**src/rtl/wb_queue_if.sv**
```systemverilog
// Write-back port bundle: ALU result, long-latency handshake, register file
// write port and the decode busy query.
interface wb_queue_if #(
    parameter int PTR_W  = 2,
    parameter int DATA_W = 32
);
    logic              aluWr;
    logic [4:0]        aluAddr;
    logic [DATA_W-1:0] aluData;
    logic              lsValid;
    logic [4:0]        lsAddr;
    logic [DATA_W-1:0] lsData;
    logic              lsReady;
    logic              regWr;
    logic [4:0]        WriteAddr;
    logic [DATA_W-1:0] WriteData;
    logic [4:0]        qAddr;
    logic              qBusy;
    logic [PTR_W:0]    count;

    modport slave (
        input  aluWr, aluAddr, aluData, lsValid, lsAddr, lsData, qAddr,
        output lsReady, regWr, WriteAddr, WriteData, qBusy, count
    );

    modport master (
        output aluWr, aluAddr, aluData, lsValid, lsAddr, lsData, qAddr,
        input  lsReady, regWr, WriteAddr, WriteData, qBusy, count
    );
endinterface

```
**src/rtl/wb_queue.sv**
```systemverilog
// Register file write-back arbiter: ALU results take the write port first,
// long-latency results wait in a small in-order FIFO.
module wb_queue #(
    parameter int DEPTH  = 4,
    parameter int PTR_W  = 2,
    parameter int DATA_W = 32
) (
    input logic       CLK,
    input logic       reset,
    wb_queue_if.slave bus
);
    localparam logic [PTR_W:0] FULL_COUNT = (PTR_W+1)'(DEPTH);

    logic [4:0]        entryAddr [DEPTH];
    logic [DATA_W-1:0] entryData [DEPTH];
    logic [DEPTH-1:0]  entryValid;

    logic [PTR_W-1:0]  rdPtr;
    logic [PTR_W-1:0]  wrPtr;
    logic [PTR_W:0]    count;

    logic              regWr;
    logic [4:0]        writeAddr;
    logic [DATA_W-1:0] writeData;

    logic              lsReady;
    logic              aluSel;
    logic              pushEn;
    logic              popEn;
    logic              hit;

    assign lsReady = !reset && (count != FULL_COUNT);
    assign aluSel  = bus.aluWr && (bus.aluAddr != 5'd0);
    // Writes to $0 are acknowledged but never occupy a slot.
    assign pushEn  = bus.lsValid && lsReady && (bus.lsAddr != 5'd0);
    assign popEn   = !aluSel && (count != '0);

    always_ff @(posedge CLK) begin
        if (pushEn) begin
            entryAddr[wrPtr] <= bus.lsAddr;
            entryData[wrPtr] <= bus.lsData;
        end
    end

    always_ff @(posedge CLK) begin
        if (reset) begin
            rdPtr      <= '0;
            wrPtr      <= '0;
            count      <= '0;
            entryValid <= '0;
            regWr      <= 1'b0;
            writeAddr  <= '0;
            writeData  <= '0;
        end else begin
            if (popEn) begin
                entryValid[rdPtr] <= 1'b0;
                rdPtr             <= rdPtr + 1'b1;
            end
            if (pushEn) begin
                entryValid[wrPtr] <= 1'b1;
                wrPtr             <= wrPtr + 1'b1;
            end
            count <= count + {{PTR_W{1'b0}}, pushEn} - {{PTR_W{1'b0}}, popEn};

            if (aluSel) begin
                regWr     <= 1'b1;
                writeAddr <= bus.aluAddr;
                writeData <= bus.aluData;
            end else if (popEn) begin
                regWr     <= 1'b1;
                writeAddr <= entryAddr[rdPtr];
                writeData <= entryData[rdPtr];
            end else begin
                regWr <= 1'b0;
            end
        end
    end

    always_comb begin
        hit = 1'b0;
        for (int unsigned i = 0; i < DEPTH; i++) begin
            if (entryValid[i] && (entryAddr[i] == bus.qAddr)) hit = 1'b1;
        end
    end

    assign bus.qBusy     = (bus.qAddr != 5'd0) &&
                           (hit || (regWr && (writeAddr == bus.qAddr)));
    assign bus.lsReady   = lsReady;
    assign bus.regWr     = regWr;
    assign bus.WriteAddr = writeAddr;
    assign bus.WriteData = writeData;
    assign bus.count     = count;
endmodule

```
**src/flat_wrapper.sv**
```systemverilog
// flat-port wrapper written by rule: the top's interface ports become plain ports
module wb_queue_flat 
#(
    parameter int DEPTH  = 4,
    parameter int PTR_W  = 2,
    parameter int DATA_W = 32
)
  (CLK, reset, bus_aluWr, bus_aluAddr, bus_aluData, bus_lsValid, bus_lsAddr, bus_lsData, bus_qAddr, bus_lsReady, bus_regWr, bus_WriteAddr, bus_WriteData, bus_qBusy, bus_count);
  wb_queue_if #(.PTR_W(PTR_W), .DATA_W(DATA_W)) bus_i ();
  input logic CLK;
  input logic reset;
  input wire logic [$bits(bus_i.aluWr)-1:0] bus_aluWr;
  input wire logic [$bits(bus_i.aluAddr)-1:0] bus_aluAddr;
  input wire logic [$bits(bus_i.aluData)-1:0] bus_aluData;
  input wire logic [$bits(bus_i.lsValid)-1:0] bus_lsValid;
  input wire logic [$bits(bus_i.lsAddr)-1:0] bus_lsAddr;
  input wire logic [$bits(bus_i.lsData)-1:0] bus_lsData;
  input wire logic [$bits(bus_i.qAddr)-1:0] bus_qAddr;
  output wire logic [$bits(bus_i.lsReady)-1:0] bus_lsReady;
  output wire logic [$bits(bus_i.regWr)-1:0] bus_regWr;
  output wire logic [$bits(bus_i.WriteAddr)-1:0] bus_WriteAddr;
  output wire logic [$bits(bus_i.WriteData)-1:0] bus_WriteData;
  output wire logic [$bits(bus_i.qBusy)-1:0] bus_qBusy;
  output wire logic [$bits(bus_i.count)-1:0] bus_count;
  assign bus_i.aluWr = bus_aluWr;
  assign bus_i.aluAddr = bus_aluAddr;
  assign bus_i.aluData = bus_aluData;
  assign bus_i.lsValid = bus_lsValid;
  assign bus_i.lsAddr = bus_lsAddr;
  assign bus_i.lsData = bus_lsData;
  assign bus_i.qAddr = bus_qAddr;
  assign bus_lsReady = bus_i.lsReady;
  assign bus_regWr = bus_i.regWr;
  assign bus_WriteAddr = bus_i.WriteAddr;
  assign bus_WriteData = bus_i.WriteData;
  assign bus_qBusy = bus_i.qBusy;
  assign bus_count = bus_i.count;
  wb_queue #(.DEPTH(DEPTH), .PTR_W(PTR_W), .DATA_W(DATA_W)) u_core (.CLK(CLK), .reset(reset), .bus(bus_i));
endmodule
```
**config.mk**
```make
export PLATFORM = sky130hd
export DESIGN_NAME = wb_queue_flat
export DESIGN_NICKNAME = d
export VERILOG_FILES = /design/src/rtl/wb_queue_if.sv /design/src/rtl/wb_queue.sv /design/src/flat_wrapper.sv
export SDC_FILE = /design/constraint.sdc
export NUM_CORES = 1
export LEC_CHECK = 0
export CAP_MARGIN = 20
export CORE_UTILIZATION = 57
export DETAILED_ROUTE_END_ITERATION = 7
export PLACE_DENSITY = 0.84
export SLEW_MARGIN = 20
export SYNTH_ARGS = -nofsm -noshare
export SYNTH_HDL_FRONTEND = slang
export SYNTH_SLANG_ARGS = --single-unit
```
**constraint.sdc**
```tcl
create_clock -name CLK -period 5.2 [get_ports CLK]
set_clock_uncertainty 0.2 [all_clocks]
set_input_delay 1.04 -clock CLK [delete_from_list [all_inputs] [get_ports CLK]]
set_output_delay 1.04 -clock CLK [all_outputs]
set_load 0.01 [all_outputs]
```
==> flow_summary.toml, run 1 <==
[run_status]
status = "finished, final reports clean"

[worst_setup_path]
cp.arrival_ps = 3140
cp.required_ps = 3960
cp-start-kind = "input pin"
critPathKind = "in -> out"
endpoint_kind = "output pin"
cp_max_fo = 6

[pwr]
powerDensity_nw_per_um2 = 442
swShare = 0.282
netSwitchingPower_uw = 1230
ir_drop_uv = 269
clock_power_share = 0.308
p_total_uw = 4380
p_int_uw = 3150
p_leak_uw = 0.00331
pwr-share-comb = 0.243
seqPwrFrac = 0.450

[placed_design]
hpwl_mm = 10.5
place_ws_ps = 870
gp_congestion = 0.942
portBuffers = 125
place_area_um2 = 9290

[cts]
cts_tree = "built"
cts_setup_buffers = 0
cts_max_level = 4
cts_root_buffer = "clkbuf_16"
clk_pin_slew_ps = 60
cts_buffers = 17
cts_resized = 0
cts_sinks = 199
clockBufferDepth = 2
hold_buffers = 0
clock_latency_ps = 420

[floorplanning]
initial_utilization = 0.592
std_cell_rows = 42
die_y_um = 120
coreArea_um2 = 13400
dieWidth_um = 120
dieArea_um2 = 14400
boundaryPins = 126

[yosys]
synth-async-reset-ratio = 0
synth_area_leaders = "edfxtp_1 (56%), dfxtp_1 (13%), mux4_2 (11%)"
yosysTopAreaCell = "edfxtp_1"
synth_common_cells = "edfxtp_1 (148), nand2_1 (79), dfxtp_1 (51), nor2_1 (49), mux4_2 (37)"
synthDistinctLibCells = 28
synth_cells = 521
synth_edf_count = 148
yosys_warnings = 0
yosysTopAreaCellShare = 0.561
synth_area_um2 = 7930
syn_nets = 614
ys_seq_area_frac = 0.690
yosysMostFrequentCell = "edfxtp_1"
ys_seq_elements = 199
synth_ff_type = "edfxtp_1"
avgSynthCellArea_um2 = 15.2

[global_route]
grt_pass1_vias = 5142
use_met1 = 0.320
grt_max_degree = 52
grt_pass1_wl_mm = 27.1
busiest_layer = "met2"
use_met3 = 0.0466
grt_util_met2 = 0.436
overflow = 0
antenna_found_initial = 0
track_usage = 0.255

[timing]
setup_tns_ps = 0
timing.final.crit_period_ps = 4380
fmax_mhz = 228
fin_crit_sh = 0.842
finalSetupViolCount = 0
finalHoldViolations = 0
drv_slew = 0
worst_slew_pin_slew_ps = 1060
rsz0062_at_grt = "false"
worst_slack_ps = 821
relSlewSlack = 0.294

[finish]
final_nets = 728
postLayoutCellArea_um2 = 9920
diodes = 0
syn2layout_area_growth_pct = 25.1
drive_gt1_frac = 0.127

[routing]
vias = 4955
wl_per_cell_um = 21.0
viasPerCell = 6.01
wirelength_mm = 17.3
first_iter_violations = 507
drcViolationCount = 0
firstDrtPassIters = 6
ant_nets = 0

[min_path]
hold_class = "reg -> reg"

[job]
maxCapViolations = 0
## worst max-delay path, cell delays in order
cell	delay, ps
clkdlybuf4s50_1	580
xor2_1	240
nor4_1	370
nand3_1	130
nand3_1	100
o22a_1	140
clkdlybuf4s50_1	540
## state kept, by name, indices dropped and copies added, names as in the netlist, named ones only
signal                cells
u_core.entryAddr         20
u_core.rdPtr              2
u_core.entryData        128
u_core.bus.regWr          1
u_core.wrPtr              2
u_core.entryValid         4
u_core.bus.count          3
u_core.bus.WriteData     32
u_core.bus.WriteAddr      5
## final cells by class
type,count,area [um^2]
inverter,5,18.8
tap,176,220
multi-input combinational,280,2290
timing repair buffer,132,1310
clock inverter,15,185
sequential,199,5470
clock buffer,17,425
fill,809,3480
## routing by layer
metal | vias up | wire length (um)
li1 | 2191 | -
met3 | 41 | 1150
met4 | 0 | 452
met1 | 2460 | 6590
met2 | 263 | 9090
met5 | - | 0
## logic make-up (layout without fill, tap and decap cells)
group | Yosys count | in the layout | synth area share
muxes | 39 | 39 | 0.108
and+or+nand+nor | 154 | 154 | 0.0796
DFF | 199 | 199 | 0.690
adders and majority gates | 10 | 10 | 0.0167
buffers and inverters | 42 | 169 | 0.0242
xor gates and xnor gates | 29 | 29 | 0.0320
AOI/OAI and AO/OA | 48 | 48 | 0.0504
## power by group through the flow
stage / registers (uW) / clock network (uW) / logic, uW
after floorplan: 1960 / 0 / 681
after global placement: 2000 / 0 / 1030
after detailed placement: 2010 / 0 / 1050
after CTS: 1970 / 1350 / 1070
after global routing: 1990 / 1420 / 1150
final: 1970 / 1350 / 1060
## layout by cell type, fill, tap and decap left out, types with 2 or more instances in the layout
master	n
mux4_2	37
clkinv_1	3
clkinv_2	3
a21oi_1	4
buf_4	6
nand2_1	79
nand3_1	11
or4_1	2
inv_1	5
or3_1	2
xor2_1	21
dfxtp_1	49
nor4_1	5
and2_2	4
clkdlybuf4s50_1	124
ha_1	9
clkinvlp_4	4
bufinv_16	4
nor2_1	49
dfxtp_2	2
a22oi_1	6
xnor2_1	8
a311oi_1	35
mux2i_1	2
clkbuf_16	17
edfxtp_1	148
## per-stage QoR
stage / util / hold WS [ps] / cells
2_1_floorplan: - / 265 / 521
3_3_place_gp: 0.693 / 267 / 791
3_5_place_dp: 0.693 / 275 / 791
4_1_cts: 0.738 / 285 / 823
5_1_grt: 0.740 / 311 / 824
6_report: 0.740 / 285 / 824
## worst paths after layout
check,startpoint,end,slack (ps),cells past startpoint
worst min-delay path,u_core.bus.WriteData[21]$_SDFFE_PP0P_,u_core.bus.WriteData[21]$_SDFFE_PP0P_,280,2
worst max register to register,u_core.bus.count[1]$_SDFF_PP0_,u_core.bus.count[2]$_SDFF_PP0_,2370,10
worst max-delay path,bus_qAddr[1],bus_qBusy,820,7
worst min register to register,u_core.bus.WriteData[21]$_SDFFE_PP0P_,u_core.bus.WriteData[21]$_SDFFE_PP0P_,280,2
Power figures use the tool's default switching activity.
==> run 2, diff against run 1 <==
--- a/config.mk
+++ b/config.mk
@@ -6,9 +6,9 @@
 export NUM_CORES = 1
 export LEC_CHECK = 0
 export CAP_MARGIN = 20
-export CORE_UTILIZATION = 57
+export CORE_UTILIZATION = 53
 export DETAILED_ROUTE_END_ITERATION = 7
-export PLACE_DENSITY = 0.84
+export PLACE_DENSITY = 0.79
 export SLEW_MARGIN = 20
 export SYNTH_ARGS = -nofsm -noshare
 export SYNTH_HDL_FRONTEND = slang
==> constraint.sdc (replaced) <==
create_clock -name CLK -period 4.2 [get_ports CLK]
set_clock_uncertainty 0.2 [all_clocks]
set_input_delay 0.84 -clock CLK [delete_from_list [all_inputs] [get_ports CLK]]
set_output_delay 0.84 -clock CLK [all_outputs]
set_load 0.01 [all_outputs]
==> flow_summary.toml, run 2 (synthesized netlist as in run 1, its figures left out) <==
[run_status]
status = "finished, final reports clean"

[routing]
first_iter_violations = 387
firstDrtPassIters = 5
ant_nets = 0
wl_per_cell_um = 20.3
wirelength_mm = 16.8
viasPerCell = 5.83
vias = 4837
drcViolationCount = 0

[cts]
hold_buffers = 0
clock_latency_ps = 420
clockBufferDepth = 2
cts_buffers = 17
cts_setup_buffers = 0
cts_max_level = 4
clk_pin_slew_ps = 70
cts_sinks = 199
cts_root_buffer = "clkbuf_16"
cts_resized = 0
cts_tree = "built"

[finish]
fin_cells = 830
final_nets = 726
fill_cells = 995
top_register = "u_core.entryData"
largest_register_ffs = 128
final_cell_mix = "edfxtp_1 (148), clkdlybuf4s50_1 (124), nand2_1 (79)"
final_common_cell = "edfxtp_1"
postLayoutCellArea_um2 = 9860
diodes = 0
drive_gt1_frac = 0.119
syn2layout_area_growth_pct = 24.4

[floorplanning]
std_cell_rows = 44
dieArea_um2 = 15400
initial_utilization = 0.543
boundaryPins = 126
die_y_um = 124
coreArea_um2 = 14600
dieWidth_um = 124

[pwr]
swShare = 0.283
netSwitchingPower_uw = 1510
ir_drop_uv = 406
seqPwrFrac = 0.459
p_int_uw = 3820
clock_power_share = 0.296
p_total_uw = 5330
powerDensity_nw_per_um2 = 541
p_leak_uw = 0.00328
pwr-share-comb = 0.244

[placed_design]
place_area_um2 = 9290
hpwl_mm = 10.2
gp_congestion = 0.901
place_ws_ps = 275
placedCellCount = 798
portBuffers = 125

[timing]
relSlewSlack = 0.270
timing.final.crit_period_ps = 3980
setup_tns_ps = 0
finalHoldViolations = 0
finalSetupViolCount = 0
rsz0062_at_grt = "false"
worst_slack_ps = 224
drv_slew = 0
worst_slew_pin_slew_ps = 1090
fmax_mhz = 252
fin_crit_sh = 0.947

[global_route]
grt_pass1_wl_mm = 26.9
grt_pass1_vias = 5057
antenna_found_initial = 0
track_usage = 0.228
overflow = 0
grt_max_degree = 79

[worst_setup_path]
cp-start-kind = "input pin"
cp_max_fo = 6
cp.required_ps = 3160
endpoint_kind = "output pin"
cp.arrival_ps = 2940
critPathKind = "in -> out"

[min_path]
hold_class = "reg -> reg"

[job]
maxCapViolations = 0
run 2: cell types whose count changed in the layout (fill, tap and decap cells not counted):
cell        before  now
clkinv_4         1    0
clkinvlp_4       4    2
bufinv_16        4    2
clkinv_2         3    2
clkinv_1         3    0
clkbuf_8         0    2
buf_4            6    5
buf_12           1    0
clkbuf_1         0    6
inv_6            0    1
run 2: worst paths after layout:
check | from | endpoint | slack, ps | depth (start not counted)
max | bus_qAddr[4] | bus_qBusy | 220 | 7
min | u_core.bus.WriteData[9]$_SDFFE_PP0P_ | u_core.bus.WriteData[9]$_SDFFE_PP0P_ | 280 | 2
max reg2reg | u_core.bus.count[1]$_SDFF_PP0_ | u_core.entryData[2][26]$_DFFE_PP_ | 1330 | 4
min reg2reg | u_core.bus.WriteData[9]$_SDFFE_PP0P_ | u_core.bus.WriteData[9]$_SDFFE_PP0P_ | 280 | 2
run 2: per-stage QoR:
step                hold WS [ps]   util
CTS                          282  0.676
global route                 296  0.676
floorplan                    265      -
global placement             267  0.637
finish                       276  0.676
detailed placement           272  0.637
run 2: area by class of cell:
type	count	area, um^2	area share
Clock inverter	7	93.8	0.00952
Multi-Input combinational cell	280	2290	0.232
Timing Repair Buffer	130	1280	0.130
Tap cell	184	230	0.0234
Sequential cell	199	5470	0.555
Clock buffer	25	475	0.0482
Inverter	5	18.8	0.00190
run 2: worst max-delay path: stages:
cell and delay (ps):
clkdlybuf4s50_1 590, xor2_1 260, nor4_1 340, nand3_1 130, nand3_1 100, o22a_1 150, clkdlybuf4s50_1 530
run 2: metal layers:
| metal | up-vias | wire [um] | GRT usage |
|---|---|---|---|
| li1 | 2188 | - | - |
| met1 | 2438 | 6910 | 0.294 |
| met2 | 188 | 8520 | 0.379 |
| met3 | 23 | 1110 | 0.0610 |
| met4 | 0 | 281 | 0.0709 |
| met5 | - | 0 | 0 |
run 2: power groups by stage:
stage | combinational, uW | sequential, uW | clock (uW)
final | 1300 | 2450 | 1580
after global routing | 1420 | 2480 | 1660
after CTS | 1320 | 2450 | 1590
after detailed placement | 1300 | 2490 | 0
after global placement | 1270 | 2480 | 0
after floorplan | 844 | 2430 | 0
==> run 3, diff against run 2 <==
--- a/config.mk
+++ b/config.mk
@@ -5,10 +5,10 @@
 export SDC_FILE = /design/constraint.sdc
 export NUM_CORES = 1
 export LEC_CHECK = 0
-export CAP_MARGIN = 20
 export CORE_UTILIZATION = 53
 export DETAILED_ROUTE_END_ITERATION = 7
 export PLACE_DENSITY = 0.79
+export SKIP_CTS_REPAIR_TIMING = 1
 export SLEW_MARGIN = 20
 export SYNTH_ARGS = -nofsm -noshare
 export SYNTH_HDL_FRONTEND = slang
==> results of run 3 <==
Same layout as run 2: the final DEF is identical, and so are final timing and power.
